--- src/rtl/mem_access_unit.sv ---
// CPU-side load/store unit for a 32-bit little-endian memory slave with waitrequest.
// Handles MIPS-style LB/LBU/LH/LHU/LW/LWL/LWR/SB/SH/SW, alignment errors and a stall timeout.
module mem_access_unit #(
  parameter int unsigned TIMEOUT = 255
) (
  input  logic        clk,
  input  logic        rst_n,
  input  logic        req_valid,
  output logic        req_ready,
  input  logic [3:0]  req_op,
  input  logic [31:0] req_addr,
  input  logic [31:0] req_wdata,
  input  logic [31:0] req_rt,
  output logic        resp_valid,
  output logic [31:0] resp_rdata,
  output logic        resp_err,
  output logic [31:0] mem_addr,
  output logic        mem_read,
  output logic        mem_we,
  output logic [3:0]  mem_byteenable,
  output logic [31:0] mem_wdata,
  input  logic        mem_waitrequest,
  input  logic [31:0] mem_rdata,
  output logic [1:0]  dbg_state
);

  // Handshake: a request transfers on a rising edge with req_valid && req_ready;
  // req_ready is high only in IDLE. The memory side transfers on a rising edge in
  // ISSUE with mem_waitrequest low; resp_valid is a single-cycle pulse, never stalled.

  localparam logic [3:0] OP_LB  = 4'd0;
  localparam logic [3:0] OP_LBU = 4'd1;
  localparam logic [3:0] OP_LH  = 4'd2;
  localparam logic [3:0] OP_LHU = 4'd3;
  localparam logic [3:0] OP_LW  = 4'd4;
  localparam logic [3:0] OP_LWL = 4'd5;
  localparam logic [3:0] OP_LWR = 4'd6;
  localparam logic [3:0] OP_SB  = 4'd8;
  localparam logic [3:0] OP_SH  = 4'd9;
  localparam logic [3:0] OP_SW  = 4'd10;

  localparam logic [15:0] LAST_WAIT = 16'(TIMEOUT - 1);

  typedef enum logic [1:0] {
    S_IDLE  = 2'd0,
    S_ISSUE = 2'd1,
    S_RDATA = 2'd2,
    S_RESP  = 2'd3
  } state_t;

  state_t      state;
  logic [3:0]  op_q;
  logic [1:0]  off_q;
  logic [31:0] rt_q;
  logic [15:0] wait_cnt;

  logic [1:0]  req_off;
  logic        req_bad;
  logic [3:0]  req_be;
  logic [31:0] req_wd;

  logic [7:0]  ld_byte;
  logic [15:0] ld_half;
  logic [31:0] lwl_keep;
  logic [31:0] lwr_keep;
  logic [31:0] load_data;

  assign req_ready = (state == S_IDLE);
  assign dbg_state = state;
  assign req_off   = req_addr[1:0];

  // Request decode: lane enables, replicated store data and the error condition.
  always_comb begin
    req_bad = 1'b0;
    req_be  = 4'b0000;
    req_wd  = 32'h0;
    case (req_op)
      OP_LB, OP_LBU: req_be = 4'b0001 << req_off;
      OP_LH, OP_LHU: begin
        req_bad = req_off[0];
        req_be  = req_off[1] ? 4'b1100 : 4'b0011;
      end
      OP_LW: begin
        req_bad = (req_off != 2'd0);
        req_be  = 4'b1111;
      end
      OP_LWL: req_be = 4'b1111 >> (~req_off);
      OP_LWR: req_be = 4'b1111 << req_off;
      OP_SB: begin
        req_be = 4'b0001 << req_off;
        req_wd = {4{req_wdata[7:0]}};
      end
      OP_SH: begin
        req_bad = req_off[0];
        req_be  = req_off[1] ? 4'b1100 : 4'b0011;
        req_wd  = {2{req_wdata[15:0]}};
      end
      OP_SW: begin
        req_bad = (req_off != 2'd0);
        req_be  = 4'b1111;
        req_wd  = req_wdata;
      end
      default: req_bad = 1'b1;
    endcase
  end

  // Load alignment: LWL keeps the low (3-off) bytes of rt, LWR keeps the high off bytes.
  always_comb begin
    ld_byte = mem_rdata[7:0];
    case (off_q)
      2'd0: ld_byte = mem_rdata[7:0];
      2'd1: ld_byte = mem_rdata[15:8];
      2'd2: ld_byte = mem_rdata[23:16];
      2'd3: ld_byte = mem_rdata[31:24];
      default: ld_byte = mem_rdata[7:0];
    endcase
    ld_half  = off_q[1] ? mem_rdata[31:16] : mem_rdata[15:0];
    lwl_keep = ~(32'hFFFF_FFFF << {~off_q, 3'b000});
    lwr_keep = ~(32'hFFFF_FFFF >> {off_q, 3'b000});
    load_data = 32'h0;
    case (op_q)
      OP_LB:   load_data = {{24{ld_byte[7]}}, ld_byte};
      OP_LBU:  load_data = {24'h0, ld_byte};
      OP_LH:   load_data = {{16{ld_half[15]}}, ld_half};
      OP_LHU:  load_data = {16'h0, ld_half};
      OP_LW:   load_data = mem_rdata;
      OP_LWL:  load_data = (mem_rdata << {~off_q, 3'b000}) | (rt_q & lwl_keep);
      OP_LWR:  load_data = (mem_rdata >> {off_q, 3'b000}) | (rt_q & lwr_keep);
      default: load_data = 32'h0;
    endcase
  end

  always_ff @(posedge clk or negedge rst_n) begin
    if (!rst_n) begin
      state          <= S_IDLE;
      op_q           <= 4'h0;
      off_q          <= 2'd0;
      rt_q           <= 32'h0;
      wait_cnt       <= 16'h0;
      resp_valid     <= 1'b0;
      resp_rdata     <= 32'h0;
      resp_err       <= 1'b0;
      mem_addr       <= 32'h0;
      mem_read       <= 1'b0;
      mem_we         <= 1'b0;
      mem_byteenable <= 4'b0000;
      mem_wdata      <= 32'h0;
    end else begin
      resp_valid <= 1'b0;
      case (state)
        S_IDLE: begin
          if (req_valid) begin
            op_q  <= req_op;
            off_q <= req_off;
            rt_q  <= req_rt;
            if (req_bad) begin
              state      <= S_RESP;
              resp_valid <= 1'b1;
              resp_err   <= 1'b1;
              resp_rdata <= 32'h0;
            end else begin
              state          <= S_ISSUE;
              wait_cnt       <= 16'h0;
              mem_addr       <= {req_addr[31:2], 2'b00};
              mem_read       <= ~req_op[3];
              mem_we         <= req_op[3];
              mem_byteenable <= req_be;
              mem_wdata      <= req_wd;
            end
          end
        end
        S_ISSUE: begin
          if (!mem_waitrequest) begin
            mem_read <= 1'b0;
            mem_we   <= 1'b0;
            if (op_q[3]) begin
              state      <= S_RESP;
              resp_valid <= 1'b1;
              resp_err   <= 1'b0;
              resp_rdata <= 32'h0;
            end else begin
              state <= S_RDATA;
            end
          end else begin
            wait_cnt <= wait_cnt + 16'd1;
            // Abandon on the edge the count reaches TIMEOUT; a store is not retried.
            if (wait_cnt == LAST_WAIT) begin
              mem_read   <= 1'b0;
              mem_we     <= 1'b0;
              state      <= S_RESP;
              resp_valid <= 1'b1;
              resp_err   <= 1'b1;
              resp_rdata <= 32'h0;
            end
          end
        end
        S_RDATA: begin
          state      <= S_RESP;
          resp_valid <= 1'b1;
          resp_err   <= 1'b0;
          resp_rdata <= load_data;
        end
        S_RESP: begin
          state <= S_IDLE;
        end
        default: state <= S_IDLE;
      endcase
    end
  end

endmodule

--- config.mk ---
export PLATFORM = sky130hd
export DESIGN_NAME = mem_access_unit
export DESIGN_NICKNAME = d
export VERILOG_FILES = /design/src/rtl/mem_access_unit.sv
export SDC_FILE = /design/constraint.sdc
export NUM_CORES = 1
export LEC_CHECK = 0
export CAP_MARGIN = 15
export CORE_ASPECT_RATIO = 0.9
export CORE_MARGIN = 2
export CORE_UTILIZATION = 36
export DETAILED_ROUTE_END_ITERATION = 12
export PLACE_DENSITY = 0.64
export SLEW_MARGIN = 20
export SYNTH_ARGS = -nofsm -noshare
export SYNTH_HDL_FRONTEND = slang
export SYNTH_SLANG_ARGS = --single-unit
--- constraint.sdc ---
create_clock -name clk -period 5.32 [get_ports clk]
set_input_delay 0.798 -clock clk [delete_from_list [all_inputs] [get_ports clk]]
set_output_delay 0.798 -clock clk [all_outputs]
set_load 0.01 [all_outputs]
==> run summary <==
Largest net degree at the start of global routing = 63
Type of origin of the critical path = primary input
Post-route ant nets = 0
Drc violations = 0
Reg2reg path depth = 5
Library cells used by synthesis = 74
Leak = 4.94 nW
Period utilization = 0.607
Total gr overflow = 0
Die Wd = 171 µm
Worst-Skew Late Latency = 0.43 ns
Worst vdd ir = 0.000246 V
Final worst path period need = 3.23 ns
Most common cell on crit path = buf_4
Post-synth EDFFs = 0
Top cells by count, synth = dfrtp_1, mux2_2, nand2_1
Synth area leaders = dfrtp_1, mux2_2, mux2i_1
Setup Buffers After CTS = 0
Share of Yosys cell area claimed by the top area cell type = 0.436
Dominant synthesized flop cell = dfrtp_1
Setup Skew = 0.0136 ns
Root buffer cell = clkbuf_16
Leading area contributor after synthesis = dfrtp_1
Maximum buffer depth of the clock tree = 2
Cts bufs inserted = 17
Max cap viols = 0
Full die area = 26500 µm²
CTS sink cnt = 158
NumNets Final = 1188
CTS tree = done
Crit. End Element = register
Die height = 155 µm
Pre-CTS setup slack = 1.66 ns
Final slew viol count = 0
Drt wl/cell = 20.2 µm
WHS = 0.302 ns
Max Freq = 0.309 GHz
Worst Path Arrival = 3.54 ns
Global-route wire length before repair = 44.3 mm
Synthesis-stage register bit count = 158
Port Buffers = 240
Resize count post-CTS = 0
ANT cells = 0
Share of cells above drive strength 1 = 0.155
Placed Instances = 1369
Max stage delay on crit path = 0.65 ns
GR Util met3 = 0.0507
Core ar. = 25000 µm²
Count leader, synth = dfrtp_1
Reg2reg end = resp_rdata[31]$_DFFE_PN0P_
Crit-path max FO = 57
Final Routed Wirelength = 28.3 mm
Final Cell Area = 12300 µm²
Post-route insts no fill = 1401
GR Util met1 = 0.296
Synth warn = 0
Final hold vios = 0
Kind of critical path = primary input to register
Synth async-reset ratio = 1.00
CP cell instances = clkdlybuf4s50_1 > o21a_1 > o2bb2ai_1 > a211oi_2 > buf_4 > nor2_4 > buf_4 > mux2_2
Htree depth = 4
Grt met2 use = 0.345
Area after DPL = 11700 µm²
Via Count = 7776
Final TNS setup = 0 ns
Hpwl dp = 19.7 mm
# IOs = 243
Sequential element share of the synthesized area = 0.436
RSZ-0062 raised after global routing = false
GRT Total Usage = 0.213
Post-synthesis instance total = 835
PwrDens = 532 nW/µm²
Worst setup margin = 2.09 ns
FP Rows = 55
Drt first pass iters = 5
Worst hold path type = primary input to async pin
Crit path from = req_op[1]
Mapped Area = 9080 µm²
Effective utilization at floorplan = 0.363
Initial antenna violation count = 0
Starting DRT DRC Count = 760
# fillers = 2338
Grt peak-use layer = met2
Slew headroom = 0.245
GP Congestion = 0.804
Worst Tran Pin Value = 1.12 ns
Setup violations, final = 0
Status = completed
Post-synthesis area per instance = 10.9 µm²
Vias in the first global route = 7682
Hold buffers post-CTS = 0
R2r setup slk = 2.67 ns
Clock-pin slew on the worst setup and hold paths = 0.07 ns
Data required time of the worst path = 5.63 ns
Via density = 5.55
Worst r2r src = op_q[1]$_DFFE_PN0P_
Max stage delay cell, worst path = clkdlybuf4s50_1
Area grow syn2layout = 35.5%
[report_power, final]
| group | leakage [nW] | total, mW | switching, mW | internal [mW] |
|---|---|---|---|---|
| clock network | 0.278 | 1.20 | 0.549 | 0.655 |
| registers | 2.03 | 2.12 | 0.405 | 1.71 |
| logic | 2.63 | 3.23 | 1.61 | 1.62 |
[registers in the layout, indices dropped and copies added (netlist names)]
signal          count
op_q                4
mem_addr           30
mem_byteenable      4
mem_read            1
rt_q               32
mem_we              1
resp_err            1
resp_valid          1
resp_rdata         32
off_q               2
wait_cnt           16
mem_wdata          32
dbg_state           2
[critical path: cells and delay by family]
kind	cells	cell delay (ns)
mux	1	0.41
buf+inv	3	1.47
simple gates	1	0.11
compound gates	3	0.70
[kinds of logic (layout without fill, tap and decap cells)]
group / Yosys count / count (layout) / share of synthesized area
AO/OA/AOI/OAI: 236 / 236 / 0.198
adder cells (fa/ha/maj): 6 / 6 / 0.00827
buffers and inverters: 117 / 340 / 0.0584
flip-flops: 158 / 158 / 0.436
multiplexers: 161 / 161 / 0.206
other: 1 / 2 / 0.000413
AND/OR/NAND/NOR: 156 / 156 / 0.0930
[per-stage QoR]
| stage | utilization | power [mW] |
|---|---|---|
| after CTS | 0.493 | 6.59 |
| after global routing | 0.493 | 6.96 |
| after detailed placement | 0.470 | 5.37 |
| final | 0.493 | 6.55 |
| after global placement | 0.470 | 5.31 |
| after floorplan | - | 3.99 |
[routing by layer]
layer | share of wire | vias up
met5 | 0 | -
li1 | - | 3575
met2 | 0.48 | 285
met3 | 0.067 | 14
met1 | 0.44 | 3902
met4 | 0.0061 | 0
[how the worst max path moves through the flow]
stage / depth (start not counted) / to / slack, ns
6_report: 8 / mem_wdata[12]$_DFFE_PN0P_ / 2.09
5_1_grt: 8 / mem_addr[5]$_DFFE_PN0P_ / 1.89
4_1_cts: 8 / mem_wdata[12]$_DFFE_PN0P_ / 2.11
3_5_place_dp: 8 / mem_wdata[16]$_DFFE_PN0P_ / 1.66
3_3_place_gp: 9 / mem_wdata[10]$_DFFE_PN0P_ / 1.69
2_1_floorplan: 7 / mem_addr[24]$_DFFE_PN0P_ / 2.90
[placed cells by master, fill, tap and decap left out, types with 7 or more instances in the layout]
cell / instances
mux2_2: 85
nand2b_1: 16
a21oi_1: 22
o221ai_1: 7
dfrtp_1: 158
clkbuf_16: 17
nand2_1: 51
mux2i_1: 38
clkdlybuf4s50_1: 239
nand3_1: 19
a221oi_1: 7
nor2_1: 20
buf_4: 18
a22o_1: 20
o211ai_1: 12
o32ai_1: 33
a211oi_1: 18
mux2_1: 28
mux4_2: 9
o21ai_0: 49
inv_1: 48
o31ai_1: 9
o2bb2ai_1: 10
[cell type report]
| cell class | instances | area [µm²] | area share |
|---|---|---|---|
| repair buffers | 258 | 2540 | 0.206 |
| multi-input cells | 561 | 4630 | 0.376 |
| clock buffers | 18 | 429 | 0.0349 |
| inverters | 50 | 188 | 0.0153 |
| flip-flops and latches | 158 | 3950 | 0.321 |
| clock inverters | 14 | 134 | 0.0109 |
| well taps | 342 | 428 | 0.0348 |
Power figures use the tool's default switching activity.
